## src/rtl/sar_avg_serializer.sv

```systemverilog
// SAR result averager: accumulates 1/2/4/8 conversions per block and streams
// each averaged code MSB-first on a framed serial output, flagging overruns.
module sar_avg_serializer #(
  parameter int unsigned WIDTH = 12
) (
  input  logic             clk,
  input  logic             rst_n,
  input  logic [WIDTH-1:0] code_in,
  input  logic             conv_done,
  input  logic [1:0]       avg_sel,
  input  logic             ovr_clr,
  output logic [WIDTH-1:0] result,
  output logic             result_valid,
  output logic             sout,
  output logic             sframe,
  output logic             overrun
);

  localparam int unsigned AW = WIDTH + 3;

  typedef enum logic {
    S_IDLE,
    S_SHIFT
  } ser_state_e;

  logic             conv_q;
  logic [AW-1:0]    acc_q, acc_d;
  logic [3:0]       cnt_q, cnt_d;
  logic [1:0]       sel_q, sel_d;
  logic [WIDTH-1:0] result_q, result_d;
  logic             valid_q, valid_d;

  logic             sample_ev;
  logic [1:0]       sel_eff;
  logic [AW-1:0]    sum;
  logic [3:0]       cnt_inc;

  ser_state_e       state_q;
  logic [WIDTH-1:0] sh_q;
  logic [3:0]       bcnt_q;
  logic             ovr_q;
  logic             last_bit;
  logic             ovr_set;

  // Block size is taken from avg_sel only on the first sample of a block.
  always_comb begin
    sample_ev = conv_done & ~conv_q;
    sel_eff   = (cnt_q == '0) ? avg_sel : sel_q;
    sum       = acc_q + AW'(code_in);
    cnt_inc   = cnt_q + 4'd1;
    acc_d     = acc_q;
    cnt_d     = cnt_q;
    sel_d     = sel_q;
    result_d  = result_q;
    valid_d   = 1'b0;
    if (sample_ev) begin
      sel_d = sel_eff;
      if (cnt_inc == (4'd1 << sel_eff)) begin
        acc_d    = '0;
        cnt_d    = '0;
        result_d = WIDTH'(sum >> sel_eff);
        valid_d  = 1'b1;
      end else begin
        acc_d = sum;
        cnt_d = cnt_inc;
      end
    end
  end

  always_ff @(posedge clk or negedge rst_n) begin
    if (!rst_n) begin
      conv_q   <= 1'b0;
      acc_q    <= '0;
      cnt_q    <= '0;
      sel_q    <= '0;
      result_q <= '0;
      valid_q  <= 1'b0;
    end else begin
      conv_q   <= conv_done;
      acc_q    <= acc_d;
      cnt_q    <= cnt_d;
      sel_q    <= sel_d;
      result_q <= result_d;
      valid_q  <= valid_d;
    end
  end

  always_comb begin
    last_bit = (bcnt_q == 4'(WIDTH - 1));
    ovr_set  = valid_d && (state_q == S_SHIFT) && !last_bit;
  end

  // A result landing on the final shift cycle reloads without a gap;
  // one landing earlier leaves the current frame untouched and flags overrun.
  always_ff @(posedge clk or negedge rst_n) begin
    if (!rst_n) begin
      state_q <= S_IDLE;
      sh_q    <= '0;
      bcnt_q  <= '0;
      ovr_q   <= 1'b0;
    end else begin
      if (state_q == S_IDLE) begin
        if (valid_d) begin
          state_q <= S_SHIFT;
          sh_q    <= result_d;
          bcnt_q  <= '0;
        end
      end else if (last_bit) begin
        bcnt_q <= '0;
        if (valid_d) begin
          sh_q <= result_d;
        end else begin
          state_q <= S_IDLE;
          sh_q    <= '0;
        end
      end else begin
        sh_q   <= {sh_q[WIDTH-2:0], 1'b0};
        bcnt_q <= bcnt_q + 4'd1;
      end

      if (ovr_set) begin
        ovr_q <= 1'b1;
      end else if (ovr_clr) begin
        ovr_q <= 1'b0;
      end
    end
  end

  assign result       = result_q;
  assign result_valid = valid_q;
  assign sframe       = (state_q == S_SHIFT);
  assign sout         = (state_q == S_SHIFT) & sh_q[WIDTH-1];
  assign overrun      = ovr_q;

endmodule

```

## config.mk

```make
export PLATFORM = sky130hd
export DESIGN_NAME = sar_avg_serializer
export DESIGN_NICKNAME = d
export VERILOG_FILES = /design/src/rtl/sar_avg_serializer.sv
export SDC_FILE = /design/constraint.sdc
export NUM_CORES = 1
export LEC_CHECK = 0
export ABC_CLOCK_PERIOD_IN_PS = 4100
export CORE_ASPECT_RATIO = 0.8
export CORE_MARGIN = 10
export CORE_UTILIZATION = 29
export CTS_BUF_LIST = sky130_fd_sc_hd__clkbuf_8
export DETAILED_ROUTE_END_ITERATION = 8
export GPL_ROUTABILITY_DRIVEN = 0
export PLACE_DENSITY = 0.51
export SLEW_MARGIN = 20
export SYNTH_ARGS = -nofsm -noshare
export SYNTH_HDL_FRONTEND = slang
export SYNTH_SLANG_ARGS = --single-unit
```

## constraint.sdc

```tcl
create_clock -name clk -period 4.1 [get_ports clk]
set_clock_uncertainty 0.15 [all_clocks]
set_input_delay 0.41 -clock clk [delete_from_list [all_inputs] [get_ports clk]]
set_output_delay 0.41 -clock clk [all_outputs]
set_load 0.03 [all_outputs]
```

### Yosys cells after proc, flatten, opt, wreduce, memory -nomap -nowiden

Index checks and enable logic that the tools add are counted.

* $add $sub $neg: 3
* equal/unequal tests: 2
* shifts and indexed selects: 2
* muxes and demuxes: 19
* bitwise gates (word level): 3
* reductions and logical operators: 6

Operators with widths (count)
* 2-to-1 mux 12 bit: 6
* 2-to-1 mux 4 bit: 4
* adder 15 x 12 -> 15 bit: 1
* 2-to-1 mux 15 bit: 1
* >> shifter 15 x 2 -> 12 bit: 1
* adder 4 x 1 -> 4 bit, second input constant: 2
* 2-to-1 mux 1 bit: 7
* == test 4 bit: 1
* == test 4 bit, second input constant: 1
* logical NOT 4 bit: 1
* nonzero test 2 bit: 2
* left shift 1 x 2 -> 4 bit, first input constant: 1
* bitwise AND 1 bit: 2
* logical AND 1 bit: 2
* 2-to-1 mux 2 bit: 1
* logical NOT 1 bit: 1
* inverter 1 bit: 1

* flip-flop bits (word level): 53
* input port bits: 18
* output and inout bits: 16
* word-level logic and storage cells: 45

### Longest topological paths before layout

Gate-level depths: netlist of run 1.

* depth in word-level cells: 9
* depth in mapped cells: 13

### Worst setup path after synthesis of run 1

No wires, ideal clock.

* path type: input to register
* start point: input code_in[0]
* end point: register sh_q[10]
* library setup time: 126 ps
* arrival time: 2867 ps
* data required time: 3824 ps
* path slack: 957 ps
* stages on the path: 10
* buffers on the path: 0
* cell sequence: ha_1 -> fa_1 -> a21oi_1 -> o211ai_1 -> a221o_1 -> or3_1 -> a31oi_1 -> o221a_2 -> nand2_2 -> a221o_1

* cells in the longest elaborated chain, start to end: 7
* elaborated cells between the ends (all ways): 8
* classes of those cells: add/sub (1); shift (1); mux (6)

Ends and longest elaborated chain
* start, declared: RTL line 8 `input logic [WIDTH-1:0] code_in,`
* adder 15 x 12 -> 15 bit (*): RTL line 49 `sum = acc_q + AW'(code_in);`
* >> shifter 15 x 2 -> 12 bit (*): RTL line 61 `result_d = WIDTH'(sum >> sel_eff);`
* 2-to-1 mux 12 bit (*): RTL line 58 `if (cnt_inc == (4'd1 << sel_eff)) begin`
* 2-to-1 mux 12 bit (*): RTL line 56 `if (sample_ev) begin`
* 2-to-1 mux 12 bit: RTL line 110 `if (valid_d) begin`
* 2-to-1 mux 12 bit: RTL line 108 `end else if (last_bit) begin`
* 2-to-1 mux 12 bit (*): RTL line 102 `if (state_q == S_IDLE) begin`
* end signal, assigned: RTL line 105 `sh_q <= result_d;`
* end signal, assigned: RTL line 111 `sh_q <= result_d;`
* end signal, assigned: RTL line 117 `sh_q <= {sh_q[WIDTH-2:0], 1'b0};`
* end, declared: RTL line 39 `logic [WIDTH-1:0] sh_q;`

Mark *: on every way between the ends. The rest lies on a longest branch, timed or not. The select of a mux whose other input is x is not followed.
A chain may end at the register's enable or synchronous reset.

### Worst setup path after layout of run 1

* start point: input code_in[0]
* end point: register sh_q[9]

The elaborated chain is that of the path after synthesis.

==> flow_metrics.py, run 1 <==
metrics = {
    "grt": {
        "grt_pass1_wl_mm": 15.9,
        "gr-total-overflow": 0,
        "grt_pass1_vias": 2998,
        "grt.busiest_layer": "met1",
        "groute.layer.met2.usage_pct": 16.2,
        "grt_max_degree": 32,
        "use_met3_pct": 1.91,
        "antenna_found_initial": 0,
        "use_met1_pct": 16.7,
        "track_usage_pct": 11.1,
    },
    "critical_path": {
        "r2r_end": "sh_q[7]",
        "worstSetupStartpointType": "input pin",
        "crit_path_cell_trace": "clkdlybuf4s50_1 -> ha_1 -> fa_1 -> a21oi_1 -> o211ai_1 -> a221o_1 -> o21ai_0 -> a21oi_1 -> a211o_1 -> a221o_1 -> nand2_1",
        "end_kind": "flop",
        "slowest_delay_ns": 0.45,
        "r2r_cells": 11,
        "slowest_stage": "o21ai_0",
        "crit_type": "in -> reg",
        "r2r_slack_ns": 0.70,
        "r2r-start": "cnt_q[0]",
        "crit_path_max_fanout": 4,
        "arrival_ns": 3.60,
        "critPathRequiredTime_ns": 4.20,
    },
    "floorplan": {
        "die_area_sq_um": 17100,
        "io_pins": 34,
        "die_y_microns": 119,
        "chipWidth_microns": 144,
        "start_util_pct": 29.3,
        "core-area_sq_um": 12100,
        "rows": 36,
    },
    "cts": {
        "cts_resized": 0,
        "htreeDepth": 2,
        "cts_root_buffer": "clkbuf_8",
        "cts_setup_buffers": 0,
        "cts.sinks": 53,
        "numCtsBuffers": 5,
        "cts_tree": "yes",
        "clock_path_buffers": 2,
        "path_clk_slew_ns": 0.10,
        "clk-insertion-delay-late_ns": 0.31,
    },
    "logic_synthesis": {
        "ys_warn_count": 0,
        "synth_ff_type": "dfrtp_1",
        "synth_nets": 444,
        "synth_top_area_share_pct": 37.5,
        "netlist_top_cells_count": "nand2_1, dfrtp_1, o21ai_0",
        "synthCells": 410,
        "synth_edf_count": 0,
        "synth.most_common_cell": "nand2_1",
        "synth_area_sq_um": 3540,
        "synth.avg_cell_area_sq_um": 8.64,
        "yosysSeqAreaShare_pct": 37.5,
        "ys_top_cells_by_area": "dfrtp_1, nand2_1, ha_1",
        "yosysUniqueCellTypes": 60,
        "netlist.top_cell.by_area": "dfrtp_1",
        "ys_seq_elements": 53,
        "synth-async-reset-ratio_pct": 100,
    },
    "timing": {
        "tns_ns": 0,
        "rsz0062_at_grt": "false",
        "period_needed_ns": 3.50,
        "slew_violations": 0,
        "worstMarginPinSlew_ns": 0.923,
        "fmax_mhz": 285,
        "final_hold_viol_count": 0,
        "min_period_over_period_pct": 85.4,
        "max_slew_margin_pct": 38.2,
        "setup_violations": 0,
    },
    "routing": {
        "first_iter_violations": 316,
        "vias": 3151,
        "drtPass1Iterations": 7,
        "drt_wl_total_mm": 9.44,
        "drc": 0,
        "drt-vias-per-instance": 5.36,
        "post_drt_wl_per_cell_microns": 16.0,
        "ant_nets": 0,
    },
    "hold_path": {
        "hold_path_end": "result[8]",
        "holdCritPathClass": "reg -> reg",
        "whs_path_depth": 2,
        "worstHoldStart": "result[8]",
    },
    "run": {
        "maxCapViolations": 0,
    },
    "finish": {
        "final_util_pct": 34.3,
        "area_delta_synth_final_pct": 16.8,
        "fin_cells": 588,
        "fillers": 1255,
        "drive_gt1_share_pct": 7.57,
        "n_antenna_cell": 0,
        "fin_nets": 469,
    },
    "power": {
        "ir_worst_vdd_uv": 230,
        "leakage_nw": 1.75,
        "p_total_mw": 3.59,
        "powerDensity_nw_per_um2": 868,
    },
    "placement": {
        "dp_hpwl_mm": 7.10,
        "port_buffers": 33,
        "dpl.cell_count": 579,
    },
    "run_status": {
        "status": "completed",
    },
}
[state kept, by name, summed over array words and instances, names as in the netlist]
| name | cells |
|---|---|
| sel_q | 2 |
| sh_q | 12 |
| cnt_q | 4 |
| conv_q | 1 |
| result_valid | 1 |
| sframe | 1 |
| result | 12 |
| bcnt_q | 4 |
| overrun | 1 |
| acc_q | 15 |
[placed cells by master (no fill, tap or decap), drive strengths merged, types with 3 or more instances in the layout]
cell | netlist | final
a2111oi | 3 | 3
a211o | 3 | 3
a211oi | 4 | 4
a21o | 3 | 3
a21oi | 25 | 25
a221o | 6 | 6
a31oi | 6 | 6
a32oi | 6 | 6
and2 | 5 | 5
buf | 8 | 10
clkbuf | 17 | 6
clkdlybuf4s50 | 0 | 32
dfrtp | 53 | 53
ha | 15 | 15
inv | 10 | 10
mux2 | 5 | 5
mux2i | 10 | 10
nand2 | 72 | 72
nand2b | 3 | 3
nand3 | 11 | 11
nand4 | 5 | 5
nor2 | 27 | 27
nor2b | 4 | 4
nor3 | 4 | 4
nor3b | 4 | 4
o2111ai | 5 | 5
o211ai | 9 | 9
o21ai | 36 | 36
o22ai | 3 | 3
o31ai | 11 | 11
or3 | 3 | 3
xnor2 | 7 | 7
xor2 | 3 | 3
[cell type report]
| cell class | instances | area [sq um] | area share (%) |
|---|---|---|---|
| clock buffer | 6 | 82.6 | 2.00 |
| sequential | 53 | 1330 | 32.1 |
| timing repair buffer | 43 | 403 | 9.74 |
| clock inverter | 2 | 37.5 | 0.907 |
| multi-input combinational | 321 | 2050 | 49.6 |
| tap | 152 | 190 | 4.60 |
| inverter | 11 | 46.3 | 1.12 |
[stage by stage]
| step | hold WS (ns) | setup slack, ns | instance area [sq um] |
|---|---|---|---|
| after floorplan | -0.0356 | 0.957 | 3540 |
| after global placement | 0.303 | 0.395 | 4010 |
| after detailed placement | 0.316 | 0.348 | 4010 |
| after CTS | 0.337 | 0.649 | 4140 |
| after global routing | 0.366 | 0.408 | 4140 |
| final | 0.337 | 0.597 | 4140 |
[worst max path at each step]
stage               start  endpoint  slack [ns]  depth (start not counted)
6_report       code_in[0]   sh_q[9]        0.60                         11
5_1_grt          cnt_q[0]   sh_q[7]        0.41                         11
4_1_cts        code_in[0]   sh_q[9]        0.65                         11
3_5_place_dp   code_in[0]   sh_q[9]        0.35                         11
3_3_place_gp   code_in[0]   sh_q[9]        0.40                         11
2_1_floorplan  code_in[0]  sh_q[10]        0.96                         10
[what timing repair did]
action / 4_1_cts / 5_1_grt
hold endpoints to repair: 25 / 0
hold buffers: 1 / 0
setup endpoints to repair: 0 / 0
[power breakdown]
group	internal [mW]	leakage [nW]	switching [mW]
logic	0.889	1.01	1.40
clock network	0.199	0.0574	0.182
registers	0.734	0.684	0.190
[metal layers]
| metal | part of all wire, % | vias to the layer above |
|---|---|---|
| met5 | 0 | - |
| met4 | 0.77 | 0 |
| met3 | 4.3 | 6 |
| met2 | 44 | 85 |
| met1 | 51 | 1499 |
| li1 | - | 1561 |
[kinds of logic (layout without fill, tap and decap cells)]
logic type / after synthesis / in the layout / synth area share (%)
adder cells (fa/ha/maj): 16 / 16 / 5.87
multiplexers: 15 / 15 / 4.52
flip-flops: 53 / 53 / 37.5
XOR/XNOR: 10 / 10 / 2.47
AO/OA/AOI/OAI: 134 / 134 / 25.5
AND/OR/NAND/NOR: 146 / 146 / 19.3
buffers and inverters: 36 / 62 / 4.84
[critical path, delay by kind of cell]
family                   cells  cell delay [ns]
AO/OA/AOI/OAI                7             2.07
adder cells (fa/ha/maj)      2             0.66
buffers and inverters        1             0.41
AND/OR/NAND/NOR              1             0.06
(Power assumes the default switching activity.)
==> run 2: changes to the inputs <==
Settings changed: REMOVE_ABC_BUFFERS from default to 1.
==> run 2 against run 1 <==
Hold slack worse by 0.29 ns. Sequential share of layout area barely moved. Design area hardly changed. Clock-buffer cell count fell by 1. Total power up 0.17%. Critical path type unchanged.
==> flow_metrics.py, run 2 (synthesis gave the netlist of run 1 again) <==
metrics = {
    "finish": {
        "layout_common_cells": "nand2_1, dfrtp_1, o21ai_0, clkdlybuf4s50_1, nor2_1",
        "drive_gt1_share_pct": 7.78,
        "top_register": "acc_q",
        "largest_register_ffs": 15,
        "layout_commonest_cell": "nand2_1",
        "n_antenna_cell": 0,
        "area_delta_synth_final_pct": 16.7,
        "fin_nets": 470,
        "final_util_pct": 34.2,
        "multi_input_area_sq_um": 2050,
        "fillers": 1264,
        "seq_area_sq_um": 1330,
    },
    "routing": {
        "post_drt_wl_per_cell_microns": 16.6,
        "first_iter_violations": 279,
        "ant_nets": 0,
        "vias": 3215,
        "drt_wl_total_mm": 9.77,
        "drc": 0,
        "drt-vias-per-instance": 5.46,
        "drtPass1Iterations": 5,
    },
    "cts": {
        "cts_root_buffer": "clkbuf_8",
        "cts_tree": "yes",
        "cts_resized": 0,
        "hold_buffers": 0,
        "cts_setup_buffers": 0,
        "numCtsBuffers": 5,
        "clock_path_buffers": 2,
        "clk-insertion-delay-late_ns": 0.33,
        "path_clk_slew_ns": 0.11,
        "cts.sinks": 53,
        "htreeDepth": 2,
    },
    "hold_path": {
        "holdCritPathClass": "in -> async",
    },
    "power": {
        "powerDensity_nw_per_um2": 871,
        "ir_worst_vdd_uv": 402,
        "p_total_mw": 3.60,
        "leakage_nw": 1.76,
    },
    "grt": {
        "grt_max_degree": 54,
        "track_usage_pct": 11.6,
        "grt_pass1_wl_mm": 16.4,
        "antenna_found_initial": 0,
        "grt_pass1_vias": 3269,
        "gr-total-overflow": 0,
    },
    "critical_path": {
        "cpLargestDelayFamily": "compound AO/OA/AOI/OAI gates",
        "arrival_ns": 3.56,
        "crit_path_max_fanout": 4,
        "cp.depth": 11,
        "r2r_cells": 12,
        "end_kind": "flop",
        "crit_type": "in -> reg",
        "crit_buf_inv": 1,
        "slowest_stage": "fa_1",
        "slowest_delay_ns": 0.43,
        "r2r-start": "cnt_q[0]",
        "worstSetupStartpointType": "input pin",
        "startpoint": "code_in[0]",
        "critPathRequiredTime_ns": 4.22,
        "crit_path_cell_trace": "clkdlybuf4s50_1 -> ha_1 -> fa_1 -> a21oi_1 -> o211ai_1 -> a221o_1 -> o21ai_0 -> a21oi_1 -> a211o_1 -> a221o_1 -> nand2_1",
    },
    "floorplan": {
        "die_y_microns": 119,
        "die_area_sq_um": 17100,
        "io_pins": 34,
        "chipWidth_microns": 144,
        "core-area_sq_um": 12100,
        "rows": 36,
        "start_util_pct": 29.3,
    },
    "timing": {
        "rsz0062_at_grt": "false",
        "period_needed_ns": 3.44,
        "final_hold_viol_count": 0,
        "tns_ns": 0,
        "min_period_over_period_pct": 83.9,
        "worstMarginPinSlew_ns": 0.919,
        "setup_violations": 0,
        "max_slew_margin_pct": 38.5,
        "slew_violations": 0,
        "fmax_mhz": 291,
    },
    "run_status": {
        "status": "completed",
    },
    "placement": {
        "port_buffers": 33,
        "dp_hpwl_mm": 7.17,
    },
    "run": {
        "maxCapViolations": 0,
    },
}
## run 2: layout make-up
cell class              instances  share of cell area, %
clock inverters                 3                   1.03
flip-flops and latches         53                   32.1
repair buffers                 44                   9.87
clock buffers                   5                   1.67
multi-input cells             321                   49.6
well taps                     152                   4.60
inverters                      11                   1.12
## run 2: path summary, 6_finish.rpt
kind / endpoint / slack (ns)
min in group clk: acc_q[11] / 0.34
setup / recovery: sh_q[9] / 0.66
hold / removal: result[2] / 0.05
max in group asynchronous: sh_q[11] / 3.26
setup reg to reg: sh_q[6] / 0.78
hold reg to reg: acc_q[11] / 0.34
## run 2: power breakdown
| group | total, mW | switching [mW] | internal (mW) |
|---|---|---|---|
| Sequential | 0.900 | 0.166 | 0.734 |
| Combinational | 2.32 | 1.42 | 0.897 |
| Clock | 0.376 | 0.195 | 0.181 |
| Total | 3.60 | 1.79 | 1.81 |
## run 2: layer usage
| layer | GRT usage [%] | up-vias | share of wire (%) | routed length [microns] |
|---|---|---|---|---|
| li1 | - | 1569 | - | - |
| met1 | 16.6 | 1552 | 51 | 5000 |
| met2 | 17.1 | 82 | 43 | 4170 |
| met3 | 2.58 | 12 | 5.0 | 492 |
| met4 | 3.38 | 0 | 1.1 | 109 |
| met5 | 0 | - | 0 | 0 |
## run 2: stage by stage
step | area [sq um] | hold WS (ns) | worst slack [ns] | instances
after floorplan | 3420 | -0.0356 | 0.0570 | 385
after global placement | 4020 | 0.307 | 0.401 | 581
after detailed placement | 4020 | 0.319 | 0.340 | 581
after CTS | 4130 | 0.0925 | 0.684 | 589
after global routing | 4130 | 0.115 | 0.430 | 589
final | 4130 | 0.0482 | 0.659 | 589
## run 2: worst register-to-register path, stage by stage, from the launching register on
cell      delay [ns]
dfrtp_1         0.48
inv_1           0.10
ha_1            0.14
nor3b_4         0.32
mux2_4          0.40
and4_1          0.19
o211ai_1        0.17
buf_4           0.17
a21o_1          0.44
inv_6           0.14
nand2_1         0.20
nor2_1          0.07
a221o_1         0.27
==> run 3: changes to the inputs <==
Settings changed: ABC_CLOCK_PERIOD_IN_PS 4100 to 2800, PLACE_DENSITY 0.51 to 0.53.
Clock period 4.1 ns to 2.8 ns, I/O delays scaled along.
==> run 3 against run 2 <==
The run now ends with negative setup slack left. Via count rose by 15%. Sequential share of layout area fell by 7.8 points. Sequential power rose by 47%. Utilization rose by 11 points. Clock power rose by 26%. Register-to-register slack got worse by 1.1 ns. Flip-flop and latch count did not move. Design area rose by 32%. Non-clock buffer count rose by 114. Largest cell class unchanged. Largest power group unchanged.
==> flow_metrics.py, run 3 (synthesis gave the netlist of run 1 again) <==
metrics = {
    "run_status": {
        "status": "finished, violations left",
        "violations": "negative setup slack",
    },
    "cts": {
        "path_clk_slew_ns": 0.11,
        "cts.sinks": 53,
        "cts_root_buffer": "clkbuf_8",
        "htreeDepth": 2,
        "cts_tree": "yes",
        "clk-insertion-delay-late_ns": 0.33,
        "numCtsBuffers": 5,
        "clock_path_buffers": 2,
    },
    "floorplan": {
        "io_pins": 34,
        "die_area_sq_um": 17100,
        "chipWidth_microns": 144,
        "rows": 36,
        "start_util_pct": 29.3,
        "die_y_microns": 119,
        "core-area_sq_um": 12100,
    },
    "finish": {
        "area_delta_synth_final_pct": 54.0,
        "final_util_pct": 45.2,
        "layout_commonest_cell": "buf_4",
        "largest_register_ffs": 15,
        "drive_gt1_share_pct": 36.8,
        "fillers": 1179,
        "top_register": "acc_q",
        "fin_nets": 585,
        "seq_area_sq_um": 1330,
        "n_antenna_cell": 0,
        "fin_cells": 704,
        "design_area_sq_um": 5450,
        "layout_common_cells": "buf_4, nand2_1, dfrtp_1, clkdlybuf4s50_1, nor2_1",
        "multi_input_area_sq_um": 2410,
    },
    "timing": {
        "slew_violations": 0,
        "setup_violations": 21,
        "worst_slack_ns": -0.276,
        "max_slew_margin_pct": 52.5,
        "period_needed_ns": 3.08,
        "worstMarginPinSlew_ns": 0.713,
        "rsz0062_at_grt": "true",
        "fmax_mhz": 325,
        "whs_ns": 0.276,
        "final_hold_viol_count": 0,
        "min_period_over_period_pct": 110,
    },
    "routing": {
        "first_iter_violations": 229,
        "post_drt_wl_per_cell_microns": 16.3,
        "vias": 3711,
        "drc": 0,
        "drtPass1Iterations": 5,
        "drt_wl_total_mm": 11.5,
        "ant_nets": 0,
        "drt-vias-per-instance": 5.27,
    },
    "critical_path": {
        "end_kind": "flop",
        "crit_path_max_fanout": 4,
        "critPathRequiredTime_ns": 2.92,
        "crit_buf_inv": 3,
        "crit_type": "reg -> reg",
        "cpLargestDelayFamily": "compound AO/OA/AOI/OAI gates",
        "arrival_ns": 3.20,
        "worstSetupStartpointType": "flop",
        "slowest_delay_ns": 0.41,
        "slowest_stage": "dfrtp_1",
        "crit_path_cell_trace": "ha_2 -> fa_2 -> a21oi_2 -> o211ai_1 -> a221o_1 -> buf_4 -> buf_6 -> o21ai_2 -> buf_6 -> a21oi_1 -> a211o_1 -> a221o_1 -> nand2_1",
    },
    "power": {
        "ir_worst_vdd_uv": 554,
        "powerDensity_nw_per_um2": 1330,
        "leakage_nw": 2.46,
        "seqPwrFrac_pct": 18.1,
        "p_comb_share_pct": 75.4,
        "p_clk_share_pct": 6.5,
        "p_sw_mw": 3.34,
        "p_int_mw": 3.93,
        "p_sw_share_pct": 45.9,
    },
    "placement": {
        "port_buffers": 33,
        "dpl.cell_count": 665,
        "dp_hpwl_mm": 7.98,
        "post_dp_cell_area_sq_um": 4650,
    },
    "grt": {
        "antenna_found_initial": 0,
        "track_usage_pct": 12.7,
        "grt_pass1_vias": 3685,
        "grt_pass1_wl_mm": 18.0,
        "gr-total-overflow": 0,
        "grt_max_degree": 54,
    },
    "run": {
        "maxCapViolations": 0,
    },
    "hold_path": {
        "holdCritPathClass": "in -> reg",
    },
}
run 3: cell count changes in the layout (fill, tap and decap cells not counted), moves of 5 or more:
cell	previous run	this run
nand2_2	1	6
buf_4	11	104
o21ai_0	36	19
nand2_4	0	6
o21ai_1	0	13
a21oi_1	25	20
o31ai_1	11	4
nand2_1	71	60
buf_6	0	15
run 3: final timing paths:
path                            cells past startpoint   endpoint  slack (ns)  startpoint
min in group asynchronous                           3  result[2]        0.45       rst_n
worst min-delay path                                1     conv_q        0.28   conv_done
worst max-delay path                               13    sh_q[9]       -0.28    acc_q[0]
worst max register to register                     13    sh_q[9]       -0.28    acc_q[0]
max in group asynchronous                           3   sel_q[1]        1.56       rst_n
worst min register to register                      2  result[4]        0.34   result[4]
run 3: worst register-to-register path: cells and delay by family (launching register included):
kind                       cells  cell delay (ns)
AOI/OAI and AO/OA              7             1.48
adders and majority gates      2             0.55
DFF                            1             0.41
buffers and inverters          3             0.38
and+or+nand+nor                1             0.05
run 3: per-stage QoR:
step | power (mW) | TNS, ns | worst slack (ns)
after global routing | 7.87 | -4.93 | -0.422
after floorplan | 3.67 | -37.12 | -1.24
after detailed placement | 5.70 | -11.02 | -0.799
final | 7.27 | -2.13 | -0.276
after CTS | 6.47 | -0.639 | -0.201
after global placement | 5.63 | -10.03 | -0.745
run 3: layer usage:
metal / vias up / wire, microns / track usage, %
li1: 1793 / - / -
met1: 1824 / 5490 / 17.6
met2: 81 / 5250 / 19.7
met3: 13 / 558 / 2.50
met4: 0 / 150 / 3.06
met5: - / 0 / 0
run 3: power by group through the flow:
stage | clock network, mW | registers [mW] | logic, mW
floorplan | 0 | 1.46 | 2.21
global placement | 0 | 1.30 | 4.32
detailed placement | 0 | 1.32 | 4.38
CTS | 0.492 | 1.31 | 4.67
global route | 0.521 | 1.37 | 5.98
finish | 0.475 | 1.32 | 5.48
run 3: what timing repair did:
| item | CTS | global route |
|---|---|---|
| gates cloned | 0 | 3 |
| endpoints found under the setup margin | 29 | 41 |
| pin swaps | 14 | 21 |
| endpoints found under the hold margin | 53 | 0 |
| hold buffers | 1 | 0 |
| buffers inserted | 6 | 22 |
| resized for setup | 26 | 87 |
run 3: cell type report:
type	count	share of cell area (%)
tap	152	3.49
timing repair inverter	1	0.161
clock buffer	5	1.26
sequential	53	24.3
inverter	11	0.987
multi-input combinational	321	44.3
timing repair buffer	158	25.1
clock inverter	3	0.390
